### src/rtl/seq_arith_bcd_display_if.sv
// Operand/result bundle for the sequential arithmetic unit with BCD/7-seg readout.
interface seq_arith_bcd_display_if #(
  parameter int W  = 4,
  parameter int RW = 2*W,
  parameter int ND = 3
);
  logic              start;
  logic [1:0]        mode;
  logic [W-1:0]      a;
  logic [W-1:0]      b;
  logic              acc_clr;
  logic              busy;
  logic              done;
  logic [RW-1:0]     result;
  logic              neg;
  logic              sat;
  logic [4*ND-1:0]   bcd;
  logic [7*ND-1:0]   seg;

  modport master (output start, mode, a, b, acc_clr,
                  input  busy, done, result, neg, sat, bcd, seg);
  modport slave  (input  start, mode, a, b, acc_clr,
                  output busy, done, result, neg, sat, bcd, seg);
endinterface

### src/rtl/seq_arith_bcd_display.sv
// Sequential add/sub/mul/mac unit; result converted by double-dabble and shown
// on ND seven-segment digits. Status outputs trail the internal state by a cycle.
module seq_arith_bcd_display #(
  parameter int W   = 4,
  parameter int RW  = 2*W,
  parameter int ND  = 3,
  parameter int LZB = 1
) (
  input logic                clk,
  input logic                rst,
  seq_arith_bcd_display_if.slave io
);
  localparam int CW = $clog2(RW) + 1;

  typedef enum logic [1:0] {IDLE, EXEC, CONV, DONE} state_t;

  state_t          state_q;
  logic [CW-1:0]   cnt_q;
  logic [1:0]      mode_q;
  logic [RW-1:0]   mcand_q, prod_q, acc_q, result_q, sh_q;
  logic [W-1:0]    mplier_q;
  logic            neg_q, sat_q, busy_q, done_q;
  logic [4*ND-1:0] dd_q, bcd_q;
  logic [7*ND-1:0] seg_q;

  logic [RW-1:0]   prod_d, exec_res, sh_d;
  logic [RW:0]     mac_sum;
  logic [W-1:0]    diff;
  logic            exec_neg, exec_sat, exec_last;
  logic [4*ND-1:0] dd_adj, dd_d;

  function automatic logic [7*ND-1:0] seg_enc(input logic [4*ND-1:0] v);
    logic       nz;
    logic [6:0] s;
    seg_enc = '0;
    nz      = 1'b0;
    for (int i = ND-1; i >= 0; i--) begin
      nz = nz | (v[4*i +: 4] != 4'd0);
      case (v[4*i +: 4])
        4'd0: s = 7'h3F;  4'd1: s = 7'h06;  4'd2: s = 7'h5B;
        4'd3: s = 7'h4F;  4'd4: s = 7'h66;  4'd5: s = 7'h6D;
        4'd6: s = 7'h7D;  4'd7: s = 7'h07;  4'd8: s = 7'h7F;
        4'd9: s = 7'h6F;
        default: s = 7'h00;
      endcase
      if (LZB != 0 && i > 0 && !nz) s = 7'h00;
      seg_enc[7*i +: 7] = s;
    end
  endfunction

  assign prod_d  = prod_q + (mplier_q[0] ? mcand_q : '0);
  assign mac_sum = {1'b0, acc_q} + {1'b0, prod_d};

  always_comb begin
    exec_res  = '0;
    exec_neg  = 1'b0;
    exec_sat  = 1'b0;
    exec_last = 1'b1;
    diff      = '0;
    case (mode_q)
      2'b00: exec_res = mcand_q + RW'(mplier_q);
      2'b01: begin
        exec_neg = mcand_q[W-1:0] < mplier_q;
        diff     = exec_neg ? (mplier_q - mcand_q[W-1:0]) : (mcand_q[W-1:0] - mplier_q);
        exec_res = RW'(diff);
      end
      2'b10: begin
        exec_last = (cnt_q == CW'(W-1));
        exec_res  = prod_d;
      end
      default: begin
        exec_last = (cnt_q == CW'(W-1));
        exec_sat  = mac_sum[RW];
        exec_res  = mac_sum[RW] ? '1 : mac_sum[RW-1:0];
      end
    endcase
  end

  // Double-dabble step: add 3 to any digit >= 5, then shift {digits, shadow} left.
  always_comb begin
    dd_adj = '0;
    for (int i = 0; i < ND; i++)
      dd_adj[4*i +: 4] = (dd_q[4*i +: 4] >= 4'd5) ? dd_q[4*i +: 4] + 4'd3 : dd_q[4*i +: 4];
  end
  assign {dd_d, sh_d} = {dd_adj[4*ND-2:0], sh_q, 1'b0};

  always_ff @(posedge clk) begin
    if (rst) begin
      state_q <= IDLE;  cnt_q <= '0;  mode_q <= '0;
      mcand_q <= '0;  mplier_q <= '0;  prod_q <= '0;  acc_q <= '0;
      result_q <= '0;  sh_q <= '0;  dd_q <= '0;  bcd_q <= '0;
      neg_q <= 1'b0;  sat_q <= 1'b0;  busy_q <= 1'b0;  done_q <= 1'b0;
      seg_q <= seg_enc('0);
    end else begin
      busy_q <= (state_q == EXEC) || (state_q == CONV);
      done_q <= (state_q == DONE);
      case (state_q)
        IDLE, DONE: begin
          if (state_q == DONE) begin
            bcd_q <= dd_q;
            seg_q <= seg_enc(dd_q);
          end
          if (io.acc_clr) acc_q <= '0;
          if (io.start) begin
            mode_q   <= io.mode;
            mcand_q  <= RW'(io.a);
            mplier_q <= io.b;
            prod_q   <= '0;
            cnt_q    <= '0;
            state_q  <= EXEC;
          end else begin
            state_q  <= IDLE;
          end
        end
        EXEC: begin
          prod_q   <= prod_d;
          mcand_q  <= mcand_q << 1;
          mplier_q <= mplier_q >> 1;
          cnt_q    <= cnt_q + CW'(1);
          if (exec_last) begin
            result_q <= exec_res;
            neg_q    <= exec_neg;
            sat_q    <= exec_sat;
            if (mode_q == 2'b11) acc_q <= exec_res;
            sh_q     <= exec_res;
            dd_q     <= '0;
            cnt_q    <= '0;
            state_q  <= CONV;
          end
        end
        CONV: begin
          sh_q  <= sh_d;
          dd_q  <= dd_d;
          cnt_q <= cnt_q + CW'(1);
          if (cnt_q == CW'(RW-1)) state_q <= DONE;
        end
        default: state_q <= IDLE;
      endcase
    end
  end

  assign io.busy   = busy_q;
  assign io.done   = done_q;
  assign io.result = result_q;
  assign io.neg    = neg_q;
  assign io.sat    = sat_q;
  assign io.bcd    = bcd_q;
  assign io.seg    = seg_q;
endmodule

### src/flat_wrapper.sv
// flat-port wrapper written by rule: the top's interface ports become plain ports
module seq_arith_bcd_display_flat 
#(
  parameter int W   = 4,
  parameter int RW  = 2*W,
  parameter int ND  = 3,
  parameter int LZB = 1
)
  (clk, rst, io_start, io_mode, io_a, io_b, io_acc_clr, io_busy, io_done, io_result, io_neg, io_sat, io_bcd, io_seg);
  seq_arith_bcd_display_if #(.W(W), .RW(RW), .ND(ND)) io_i ();
  input logic clk;
  input logic rst;
  input wire logic [$bits(io_i.start)-1:0] io_start;
  input wire logic [$bits(io_i.mode)-1:0] io_mode;
  input wire logic [$bits(io_i.a)-1:0] io_a;
  input wire logic [$bits(io_i.b)-1:0] io_b;
  input wire logic [$bits(io_i.acc_clr)-1:0] io_acc_clr;
  output wire logic [$bits(io_i.busy)-1:0] io_busy;
  output wire logic [$bits(io_i.done)-1:0] io_done;
  output wire logic [$bits(io_i.result)-1:0] io_result;
  output wire logic [$bits(io_i.neg)-1:0] io_neg;
  output wire logic [$bits(io_i.sat)-1:0] io_sat;
  output wire logic [$bits(io_i.bcd)-1:0] io_bcd;
  output wire logic [$bits(io_i.seg)-1:0] io_seg;
  assign io_i.start = io_start;
  assign io_i.mode = io_mode;
  assign io_i.a = io_a;
  assign io_i.b = io_b;
  assign io_i.acc_clr = io_acc_clr;
  assign io_busy = io_i.busy;
  assign io_done = io_i.done;
  assign io_result = io_i.result;
  assign io_neg = io_i.neg;
  assign io_sat = io_i.sat;
  assign io_bcd = io_i.bcd;
  assign io_seg = io_i.seg;
  seq_arith_bcd_display #(.W(W), .RW(RW), .ND(ND), .LZB(LZB)) u_core (.clk(clk), .rst(rst), .io(io_i));
endmodule
### config.mk
export PLATFORM = sky130hd
export DESIGN_NAME = seq_arith_bcd_display_flat
export DESIGN_NICKNAME = d
export VERILOG_FILES = /design/src/rtl/seq_arith_bcd_display_if.sv /design/src/rtl/seq_arith_bcd_display.sv /design/src/flat_wrapper.sv
export SDC_FILE = /design/constraint.sdc
export NUM_CORES = 1
export LEC_CHECK = 0
export ABC_CLOCK_PERIOD_IN_PS = 6600
export BUFFER_PORTS_ARGS = -buffer_cell sky130_fd_sc_hd__buf_2
export CAP_MARGIN = 40
export CORE_MARGIN = 5
export CORE_UTILIZATION = 56
export CTS_CLUSTER_SIZE = 14
export DETAILED_ROUTE_END_ITERATION = 16
export PLACE_DENSITY_LB_ADDON = 0.08
export SLEW_MARGIN = 20
export SYNTH_ARGS = -nofsm -noshare
export SYNTH_HDL_FRONTEND = slang
export SYNTH_SLANG_ARGS = --single-unit
### constraint.sdc
create_clock -name clk -period 6.6 [get_ports clk]
set_input_delay 0.99 -clock clk [delete_from_list [all_inputs] [get_ports clk]]
set_output_delay 0.99 -clock clk [all_outputs]
set_load 0.005 [all_outputs]
# Yosys cells after proc, flatten, opt, wreduce, memory -nomap -nowiden
# Memories as Yosys holds them, arrays and structs flattened. A register that Yosys moved wholly into a read port is not among the register bits.
# Index checks and enable logic that the tools add are counted.
# totals
mem_count,3
output_inout_bits,45
romBits,336
wordCells,100
reg_bits,101
# op_classes
n_reduce_logical,17
n_eq_ne,13
order_cmp,4
add_sub_neg,9
bitwise_logic,1
muxes,37
# memory_table
memory,words,word_bits,rd,rd_ports_with_merged_regs,wr,line_no,rtl
(no name shown),16,7,1,1,0,seq_arith_bcd_display.sv:39,case (v[4*i +: 4])
(no name shown),16,7,1,1,0,seq_arith_bcd_display.sv:39,
(no name shown),16,7,1,1,0,seq_arith_bcd_display.sv:39,
# ops
cell,count
two-way mux 8 bit,8
one-hot mux 8 bit (2 select lines),4
two-way mux 4 bit,10
one-hot mux 12 bit (2 select lines),1
one-hot mux 8 bit (3 select lines),1
two-way mux 7 bit,2
">= comparator 4 x 3 -> 1 bit, second input constant",3
two-way mux 12 bit,1
one-hot mux 4 bit (3 select lines),1
AND reduction 2 bit,6
adder 8 x 8 -> 9 bit,1
"adder 4 x 2 -> 4 bit, second input constant",2
adder 8 x 4 -> 8 bit,1
adder 8 bit,1
"== test 2 bit, second input constant",4
"inequality test 2 bit, second input constant",4
one-hot mux 4 bit (2 select lines),1
nonzero test 4 bit,2
subtractor 4 bit,2
one-hot mux 2 bit (3 select lines),1
"adder 4 x 1 -> 4 bit, second input constant",1
"== test 2 x 1 -> 1 bit, second input constant",2
"== test 4 x 2 -> 1 bit, second input constant",1
"== test 4 x 3 -> 1 bit, second input constant",1
13 further kinds,20

# Logic depth before layout (Yosys ltp)
# logic_depth
ltp_word,8
depth_mapped,14
mapped_depth_nobuf,14

# Least setup slack after synthesis
# Ideal clock, no wire load.
# synth_timing
kind,register to register
from,register u_core.mplier_q[0]
to,register u_core.acc_q[5]
required_ns,6.472
setup_slack_ns,3.034
n_path_buf,0
path_stages_with_launch,14
t_arrival_ns,3.437
path_cell_list,dfxtp_1 ha_1 ha_1 fa_1 a21o_1 a21oi_1 xnor2_1 ha_1 a21o_1 a221oi_2 o22ai_1 or3_1 a221oi_2 o21ai_0
# synth_via
elab_chain_cells,8
word_cells_on_any_way,9
classes_between,3 x add/sub; 6 x mux
# synth_rtl
element,line_no,rtl
from (decl),seq_arith_bcd_display.sv:21,logic [W-1:0] mplier_q;
from (signal assigned),seq_arith_bcd_display.sv:107,mplier_q <= io.b;
from (signal assigned),seq_arith_bcd_display.sv:118,mplier_q <= mplier_q >> 1;
two-way mux 8 bit,seq_arith_bcd_display.sv:51,assign prod_d = prod_q + (mplier_q[0] ? mcand_q : '0);
adder 8 bit,seq_arith_bcd_display.sv:51,
adder 8 x 8 -> 9 bit,seq_arith_bcd_display.sv:52,"assign mac_sum = {1'b0, acc_q} + {1'b0, prod_d};"
two-way mux 8 bit,seq_arith_bcd_display.sv:74,exec_res = mac_sum[RW] ? '1 : mac_sum[RW-1:0];
one-hot mux 8 bit (3 select lines) (*),seq_arith_bcd_display.sv:60,case (mode_q)
two-way mux 8 bit (*),seq_arith_bcd_display.sv:124,if (mode_q == 2'b11) acc_q <= exec_res;
two-way mux 8 bit (*),seq_arith_bcd_display.sv:120,if (exec_last) begin
one-hot mux 8 bit (2 select lines) (*),seq_arith_bcd_display.sv:97,case (state_q)
to (signal assigned),seq_arith_bcd_display.sv:124,
to (decl),seq_arith_bcd_display.sv:20,"logic [RW-1:0] mcand_q, prod_q, acc_q, result_q, sh_q;"
# Mark *: on every way between the ends. The rest lies on a longest branch, timed or not. The select of a mux whose other input is x is not followed.
# A chain may end at the register's enable or synchronous reset.

# Worst setup path in the final report
# Same ends and word-level chain as after synthesis.

==> flow_summary.toml <==
[synth]
netlist_area_um2 = 6520
synth_edf_count = 0
ys_warn_count = 0
synthArstFlopShare_pct = 0
syn_inst = 759
ys_seq_area_share_pct = 35.3
ys_seq_elements = 115
synth_top_flop_cell = "dfxtp_1"
synth.distinct_cells = 71
syn_area_per_cell_um2 = 8.59
syn_nets = 832

[hold_path]
hold_path_class = "flop to flop"
min_from = "u_core.io.sat"

[finish]
antenna_cells = 0
mostFrequentLayoutCell = "dfxtp_1"
finalNetCount = 874
final_cell_mix = "dfxtp_1 (115), nor2_1 (90), a21oi_1 (64)"
syn_to_final_growth_pct = 15.7
final_util_pct = 66.0
drive_above_1_share_pct = 15.2

[critical_path]
crit_family = "compound AO/OA/AOI/OAI gates"
max_stage_delay_ns = 0.43
cp_slowest_cell = "fa_1"
crit_path_frequent_cell = "ha_1"
path_buf_inv = 0
arrival_ns = 4.30
r2r_cells = 13
cp-start-kind = "flop"
critPathLaunch = "u_core.mplier_q[0]"
cp_cell_sequence = "ha_1, ha_1, fa_1, a21o_1, a21oi_1, xnor2_1, ha_1, a21o_1, a221oi_2, o22ai_1, or3_1, a221oi_2, o21ai_0"
critPathMaxFanout = 9
r2r-end = "u_core.acc_q[5]"
critical_path_class = "flop to flop"
required_ns = 6.89
path_depth = 13
endpoint = "u_core.acc_q[5]"
regToRegSetupSlack_ns = 2.59
cp-end-kind = "flop"
r2r_start = "u_core.mplier_q[0]"

[routing]
avgRoutedWirePerCell_um = 16.6
num_vias = 5643
firstDrtPassIters = 5
viasPerCell = 5.90
wirelength_mm = 15.9
ant_nets = 0
initialDrtViolationCount = 457
drc_errors = 0

[grt]
grt_pass1_vias = 5463
antenna_found_initial = 0
met3_usage_pct = 5.43
gr-total-overflow = 0
use_met2_pct = 36.2
grt_max_degree = 71
grt_pass1_wl_mm = 26.6
met1_usage_pct = 30.9
grt_busiest_layer = "met2"
grtUsageTotal_pct = 23.1

[clock_network]
cts_resized = 0
clk_pin_slew_ns = 0.05
cts_buffer_depth = 2
post_cts_buffers = 0
insertion_delay_ns = 0.42
cts_root_buf = "clkbuf_16"
cts_tree = "built"
htree_levels = 4
cts_buffers = 17
clkSinkCount = 115
postCtsHoldBufs = 0

[floorplanning]
die_width_um = 118
die_h_um = 118
start_util_pct = 57.1
ioPinCount = 59
core-area_um2 = 11400
die_area_um2 = 13900
rows = 39

[place]
post-place-ws_ns = 2.66
gp_congestion = 0.951
place_hpwl_mm = 11.1
portBuffers = 58

[timing]
slew_headroom_pct = 46.4
max_freq_ghz = 0.250
maxSlewViolCount = 0
setup_viol = 0
fin_hold_ws_ns = 0.450
fin_ws_ns = 2.59
min_period_ns = 4.01
tightest_slew_ns = 0.802
rsz0062_at_grt = "false"
clock-skew-final_ns = 0.00489
fin_crit_sh_pct = 60.7
tns_ns = 0
hold_violations = 0

[flow_run]
drv_cap = 0

[power_and_ir_drop]
power_leakage_uw = 0.00311
p_per_area_nw_per_um2 = 369
ir_drop_mv = 0.254

[status]
status = "completed"
==> layout make-up <==
cell class,instances,area (um2)
Clock buffer,19,453
Clock inverter,13,205
Fill cell,955,3880
Inverter,40,160
Multi-Input combinational cell,564,3890
Sequential cell,115,2300
Tap cell,143,179
Timing Repair Buffer,63,348
==> how the worst min path moves through the flow <==
| stage | endpoint | slack, ns | depth (start not counted) |
|---|---|---|---|
| floorplan | u_core.acc_q[2] | 0.43 | 2 |
| global placement | u_core.io.sat | 0.44 | 2 |
| detailed placement | u_core.io.seg[11] | 0.45 | 2 |
| CTS | u_core.io.sat | 0.46 | 2 |
| global route | u_core.sh_q[4] | 0.49 | 2 |
| finish | u_core.io.sat | 0.45 | 2 |
==> metrics by stage <==
| step | total power (uW) | cell area, um2 | instances |
|---|---|---|---|
| global route | 2940 | 7540 | 957 |
| floorplan | 1510 | 6520 | 759 |
| CTS | 2780 | 7540 | 957 |
| finish | 2780 | 7540 | 957 |
| global placement | 1720 | 6850 | 923 |
| detailed placement | 1750 | 6880 | 925 |
==> layer usage <==
layer	vias to the layer above	part of all wire, %
li1	2780	-
met2	139	46
met1	2692	48
met5	-	0
met3	32	4.2
met4	0	2.1
==> Yosys cell counts (3+ instances only) <==
master	count	area, um2
nor2b_1	11	68.8
and3_1	3	18.8
o21ai_0	41	205
clkbuf_1	27	101
o21a_1	5	37.5
inv_1	38	143
o221ai_1	7	61.3
a2bb2oi_1	3	26.3
a32oi_1	3	26.3
a221oi_2	3	45.0
a22oi_1	20	150
a21oi_1	64	320
and2_1	10	62.6
o31ai_1	4	30.0
a2111oi_2	3	45.0
a211oi_1	17	128
or3_1	3	18.8
nand3b_1	3	22.5
xnor2_1	11	96.3
nand3_1	25	125
nor2_1	90	338
mux2i_1	28	280
nand2_1	51	191
a31oi_1	6	37.5
fa_1	5	100
dfxtp_1	115	2300
nand2b_1	21	131
mux2_2	7	78.8
buf_2	6	30.0
ha_1	54	676
nor3_1	7	35.0
a21o_1	9	67.6
buf_1	6	22.5
xor2_1	3	26.3
o211ai_1	4	30.0
==> power breakdown <==
group / internal, uW / switching, uW
clock: 689 / 337
combinational: 327 / 583
sequential: 764 / 80.2
==> tightest hold or removal path: cells and delay by family (launching register included) <==
family / cells / cell delay (ns)
AND/OR/NAND/NOR: 1 / 0.05
AO/OA/AOI/OAI: 1 / 0.05
flip-flops: 1 / 0.30
==> kinds of logic (layout without fill, tap and decap cells) <==
group           after synthesis  in the layout  synth area share (%)
flops                       115            115                  35.3
mux                          35             35                  5.51
buf+inv                      80            135                  4.99
compound gates              215            215                  22.5
simple gates                241            241                  17.9
fa+ha+maj                    59             59                  11.9
xor+xnor                     14             14                  1.88
Note: power is estimated with default switching activity, not from simulation.
